--- src/rtl/preset_digit_editor_pkg.sv ---
// Shared stopwatch definitions: editor states, digit positions and BCD clamp limits.
package preset_digit_editor_pkg;

  typedef enum logic [1:0] {
    IDLE   = 2'd0,
    EDIT   = 2'd1,
    COMMIT = 2'd2
  } state_t;

  localparam logic [1:0] DIG_M10 = 2'd3;
  localparam logic [1:0] DIG_M1  = 2'd2;
  localparam logic [1:0] DIG_S10 = 2'd1;
  localparam logic [1:0] DIG_S1  = 2'd0;

  localparam logic [3:0] MAX_DIGIT = 4'd9;
  localparam logic [3:0] MAX_S10   = 4'd5;

  // Tens-of-seconds tops out at 5, every other position at 9.
  function automatic logic [3:0] clamp_digit(input logic [3:0] d, input logic [1:0] pos);
    logic [3:0] lim;
    lim = (pos == DIG_S10) ? MAX_S10 : MAX_DIGIT;
    return (d > lim) ? lim : d;
  endfunction

endpackage

--- src/rtl/preset_digit_editor_rise_detect.sv ---
// Rising-edge pulse from a debounced button level: one history register plus an AND.
module rise_detect (
  input  logic clk,
  input  logic reset,
  input  logic btn,
  output logic rise
);

  logic btn_q;

  // Previous button level
  always_ff @(posedge clk) begin
    if (reset) begin
      btn_q <= 1'b0;
    end else begin
      btn_q <= btn;
    end
  end

  assign rise = btn & ~btn_q;

endmodule

--- src/rtl/preset_digit_editor.sv ---
// Four-digit MM:SS preset editor driven by the encoder digit and two buttons;
// commits the preset with a one-cycle strobe and drives a blink cue for the display.
module preset_digit_editor
  import preset_digit_editor_pkg::*;
#(
  parameter int BLINK_DIV = 25_000_000
) (
  input  logic        clk,
  input  logic        reset,
  input  logic [3:0]  enc_digit,
  input  logic        edit_btn,
  input  logic        next_btn,
  output logic [15:0] work_bcd,
  output logic [15:0] preset_bcd,
  output logic        preset_valid,
  output logic [1:0]  sel_digit,
  output logic        editing,
  output logic        blink
);

  localparam int CNT_W = (BLINK_DIV > 1) ? $clog2(BLINK_DIV) : 1;
  localparam logic [CNT_W-1:0] CNT_LAST = CNT_W'(BLINK_DIV - 1);

  state_t           state_r;
  logic [3:0]       enc_prev_r;
  logic [CNT_W-1:0] blink_cnt_r;
  logic             edit_rise_s;
  logic             next_rise_s;
  logic             enc_chg_s;
  logic [15:0]      wr_bcd_s;

  rise_detect u_edit_rise (
    .clk   (clk),
    .reset (reset),
    .btn   (edit_btn),
    .rise  (edit_rise_s)
  );

  rise_detect u_next_rise (
    .clk   (clk),
    .reset (reset),
    .btn   (next_btn),
    .rise  (next_rise_s)
  );

  assign enc_chg_s = (enc_digit != enc_prev_r);

  // Working value with this cycle's encoder write applied to the selected digit
  always_comb begin
    wr_bcd_s = work_bcd;
    if (enc_chg_s) begin
      wr_bcd_s[{sel_digit, 2'b00} +: 4] = clamp_digit(enc_digit, sel_digit);
    end else begin
      wr_bcd_s = work_bcd;
    end
  end

  // Editor state machine with registered outputs
  always_ff @(posedge clk) begin
    if (reset) begin
      state_r      <= IDLE;
      enc_prev_r   <= 4'd0;
      blink_cnt_r  <= '0;
      work_bcd     <= 16'h0000;
      preset_bcd   <= 16'h0000;
      preset_valid <= 1'b0;
      sel_digit    <= DIG_M10;
      editing      <= 1'b0;
      blink        <= 1'b0;
    end else begin
      enc_prev_r   <= enc_digit;
      preset_valid <= 1'b0;
      case (state_r)
        IDLE: begin
          blink       <= 1'b0;
          blink_cnt_r <= '0;
          if (edit_rise_s) begin
            state_r   <= EDIT;
            editing   <= 1'b1;
            sel_digit <= DIG_M10;
            work_bcd  <= preset_bcd;
          end else begin
            editing   <= 1'b0;
          end
        end
        EDIT: begin
          if (edit_rise_s) begin
            // Abort wins over next and drops any concurrent encoder write.
            state_r     <= IDLE;
            editing     <= 1'b0;
            blink       <= 1'b0;
            blink_cnt_r <= '0;
            sel_digit   <= DIG_M10;
            work_bcd    <= preset_bcd;
          end else begin
            work_bcd <= wr_bcd_s;
            if (next_rise_s && (sel_digit == DIG_S1)) begin
              state_r      <= COMMIT;
              editing      <= 1'b0;
              blink        <= 1'b0;
              blink_cnt_r  <= '0;
              preset_bcd   <= wr_bcd_s;
              preset_valid <= 1'b1;
            end else begin
              if (next_rise_s) begin
                sel_digit <= sel_digit - 2'd1;
              end
              if (blink_cnt_r == CNT_LAST) begin
                blink_cnt_r <= '0;
                blink       <= ~blink;
              end else begin
                blink_cnt_r <= blink_cnt_r + CNT_W'(1);
              end
            end
          end
        end
        COMMIT: begin
          state_r     <= IDLE;
          sel_digit   <= DIG_M10;
          editing     <= 1'b0;
          blink       <= 1'b0;
          blink_cnt_r <= '0;
        end
        default: begin
          state_r     <= IDLE;
          sel_digit   <= DIG_M10;
          editing     <= 1'b0;
          blink       <= 1'b0;
          blink_cnt_r <= '0;
        end
      endcase
    end
  end

endmodule

--- config.mk ---
export PLATFORM = sky130hd
export DESIGN_NAME = preset_digit_editor
export DESIGN_NICKNAME = d
export VERILOG_FILES = /design/src/rtl/preset_digit_editor_pkg.sv /design/src/rtl/preset_digit_editor_rise_detect.sv /design/src/rtl/preset_digit_editor.sv
export SDC_FILE = /design/constraint.sdc
export NUM_CORES = 1
export LEC_CHECK = 0
export ABC_CLOCK_PERIOD_IN_PS = 3990
export BUFFER_PORTS_ARGS = -buffer_cell sky130_fd_sc_hd__buf_2
export CORE_MARGIN = 2
export CORE_UTILIZATION = 59
export CTS_CLUSTER_SIZE = 10
export DETAILED_ROUTE_END_ITERATION = 10
export PLACE_DENSITY = 0.85
export REMOVE_ABC_BUFFERS = 1
export SETUP_SLACK_MARGIN = 0.5
export SLEW_MARGIN = 20
export SYNTH_ARGS = -nofsm -noshare
export SYNTH_HDL_FRONTEND = slang
export SYNTH_SLANG_ARGS = --single-unit
--- constraint.sdc ---
create_clock -name clk -period 3.99 [get_ports clk]
set_clock_uncertainty 0.2 [all_clocks]
set_input_delay 0.5985 -clock clk [delete_from_list [all_inputs] [get_ports clk]]
set_output_delay 0.5985 -clock clk [all_outputs]
set_load 0.01 [all_outputs]
==> results.py <==
metrics = {
    "outcome": {
        "status": "finished, final reports clean",
    },
    "clocking": {
        "cts_resized": 0,
        "cts.sinks": 70,
        "cts_max_path_buffers": 2,
        "cts_tree": "built",
        "cts_buffers": 9,
        "clk-insertion-delay-late_ns": 0.35,
        "clkTransAtPathRegs_ns": 0.07,
        "cts_root_buf": "clkbuf_8",
        "postCtsHoldBufs": 0,
        "post-cts-setup-buffer-count": 0,
        "htree_levels": 3,
    },
    "synthesis": {
        "synth_edf_count": 0,
        "synth_top_area_share_pct": 42.2,
        "synth-seq-cells": 70,
        "synth_cells": 385,
        "seq_area_frac_synth_pct": 42.2,
        "yosysWarnings": 0,
        "netlist_area_um2": 3320,
        "syn_avg_cell_area_um2": 8.63,
        "post-synth-top-area-cell": "dfxtp_1",
        "synth_ff_type": "dfxtp_1",
        "async_reset_ff_share_pct": 0,
        "ys_types": 54,
        "synth_area_leaders": "dfxtp_1 (42%), nor2_1 (5.9%), xor2_1 (5.0%)",
    },
    "power": {
        "switching_share_pct": 25.1,
        "irDropWorstVdd_mv": 0.229,
        "clock_power_share_pct": 39.0,
        "powerDensity_nw_per_um2": 372,
        "p_total_mw": 1.40,
        "leakagePower_nw": 1.48,
        "power.internal_mw": 1.05,
        "combPwrFrac_pct": 9.0,
        "seq_power_share_pct": 51.9,
        "switchingPower_mw": 0.350,
    },
    "die": {
        "rows": 27,
        "dieArea_um2": 6250,
        "die_h_um": 79.1,
        "fp.coreArea_um2": 5470,
        "initial_core_util_pct": 60.7,
        "fp.dieW_um": 79.1,
        "io_pins": 45,
    },
    "setup_path": {
        "cp_slowest_stage_delay_ns": 0.93,
        "r2r_start": "sel_digit[0]$_SDFFE_PP1P_",
        "end_kind": "register",
        "timing.rr.end": "work_bcd[1]$_SDFFE_PP0P_",
        "worst_r2r_path_depth": 6,
        "cp-start-kind": "register",
        "r2r_slack_ns": 0.86,
        "slowest_stage": "nor4bb_1",
        "crit_family": "simple AND/OR/NAND/NOR gates",
        "arrival_ns": 3.14,
        "cp_num_buf_inv": 1,
        "critPathKind": "register to register",
        "cp_max_fo": 9,
        "cp.required_ns": 3.99,
        "crit_chain": "inv_1, ha_1, nor4bb_1, nand3_1, a2bb2oi_1, a2111oi_0",
    },
    "layout": {
        "syn2layout_area_growth_pct": 12.8,
        "nFillCells": 456,
        "layout_commonest_cell": "dfxtp_1",
        "final_nets": 439,
        "fin_util_pct": 68.5,
        "antenna_cells": 0,
        "layout_common_cells": "dfxtp_1 (70), nor2_1 (52), buf_2 (44)",
        "drive_gt1_share_pct": 16.6,
    },
    "global_route": {
        "gr-total-overflow": 0,
        "grt_pass1_wl_um": 13400,
        "grt_usage_pct": 27.0,
        "grt_start_max_net_pins": 34,
        "grt_pass1_vias": 2932,
        "antenna_found_initial": 0,
    },
    "routing": {
        "drc": 0,
        "viasPerCell": 6.00,
        "drtAntennaViolNets": 0,
        "routed_wl_um": 7950,
        "drtIter0Drc": 258,
        "first_pass_iters": 5,
        "wl_per_cell_um": 15.9,
        "vias": 3000,
    },
    "sta": {
        "period_needed_ns": 3.13,
        "final_max_slew_viol_count": 0,
        "setup_tns_ns": 0,
        "setup_viol": 0,
        "fmax_mhz": 319,
        "worst_pin_slew_ns": 1.09,
        "holdWs_ns": 0.277,
        "relSlewSlack_pct": 26.2,
        "layout_setup_ws_ns": 0.856,
        "period_share_pct": 78.6,
        "hold_viol": 0,
        "rsz0062_at_grt": "false",
    },
    "min_path": {
        "min_path_type": "input port to register",
        "holdCritStartpoint": "next_btn",
        "hold_path_depth": 2,
        "min_to": "u_next_rise.btn_q$_SDFF_PP0_",
    },
    "placement": {
        "gp_congestion": 0.866,
        "place_ws_ns": 1.05,
        "place_hpwl_um": 5500,
        "io_buffer_count": 44,
    },
    "run": {
        "maxCapViolations": 0,
    },
}
==> synth_stat cells, drive strengths merged, types with 2 or more instances <==
library cell and number:
nor2 52, and3b 2, xnor2 10, a31oi 4
dfxtp 70, buf 7, nor2b 10, or4 2
clkbuf 12, o32ai 3, and3 8, ha 8
nor4 4, a211o 4, nand4 6, xor2 20
inv 11, nand2b 2, a21oi 21, or2 3
a22oi 5, o221ai 5, nand3 25, a211oi 4
a22o 4, a21o 6, a311o 2, nand3b 2
a2111oi 2, nand2 40, a2bb2oi 4, a221oi 3
nor3 7, o211ai 5
==> metal layers <==
layer  GRT usage, %  vias up  routed length, µm  share of wire (%)
met5              0        -                  0                  0
met4           13.1        0                194                2.4
met3           5.45       22                592                7.4
met2           45.2      131               3840                 48
met1           33.3     1407               3330                 42
li1               -     1440                  -                  -
==> cell families after synthesis <==
group	synth area share (%)
buffers and inverters	4.22
xor gates and xnor gates	8.13
DFF	42.2
AOI/OAI and AO/OA	17.7
adders and majority gates	3.01
muxes	0.301
and+or+nand+nor	24.5
==> cell type report <==
type,count,area [µm²],share of cell area (%)
clock buffer,12,135,3.60
clock inverter,4,47.5,1.27
inverter,11,41.3,1.10
multi-input combinational,285,1800,48.0
sequential,70,1400,37.4
tap,72,90.1,2.40
timing repair buffer,46,235,6.27
==> worst max path at each step <==
| stage | start | to | cells past startpoint |
|---|---|---|---|
| 2_1_floorplan | edit_btn | preset_bcd[0]$_SDFFE_PP0P_ | 5 |
| 3_3_place_gp | sel_digit[0]$_SDFFE_PP1P_ | work_bcd[2]$_SDFFE_PP0P_ | 6 |
| 3_5_place_dp | sel_digit[0]$_SDFFE_PP1P_ | work_bcd[1]$_SDFFE_PP0P_ | 6 |
| 4_1_cts | sel_digit[0]$_SDFFE_PP1P_ | work_bcd[1]$_SDFFE_PP0P_ | 6 |
| 5_1_grt | sel_digit[0]$_SDFFE_PP1P_ | work_bcd[1]$_SDFFE_PP0P_ | 6 |
| 6_report | sel_digit[0]$_SDFFE_PP1P_ | work_bcd[1]$_SDFFE_PP0P_ | 6 |
==> per-stage QoR <==
step,cells,cell area [µm²]
after CTS,500,3740
after detailed placement,484,3560
after global routing,500,3750
after floorplan,366,3230
after global placement,484,3560
final,500,3750
==> registers in the layout, indices dropped and copies added (netlist names) <==
signal	flops
state_r	2
u_edit_rise.btn_q	1
work_bcd	16
editing	1
blink	1
blink_cnt_r	25
u_next_rise.btn_q	1
sel_digit	2
preset_valid	1
preset_bcd	16
enc_prev_r	4
==> power groups by stage <==
| stage | sequential (mW) | clock (mW) | combinational [mW] |
|---|---|---|---|
| 3_5_place_dp | 0.741 | 0 | 0.124 |
| 5_1_grt | 0.726 | 0.575 | 0.137 |
| 4_1_cts | 0.725 | 0.550 | 0.124 |
| 6_report | 0.725 | 0.545 | 0.126 |
| 2_1_floorplan | 0.743 | 0 | 0.0751 |
| 3_3_place_gp | 0.740 | 0 | 0.120 |
(Power assumes the default switching activity.)
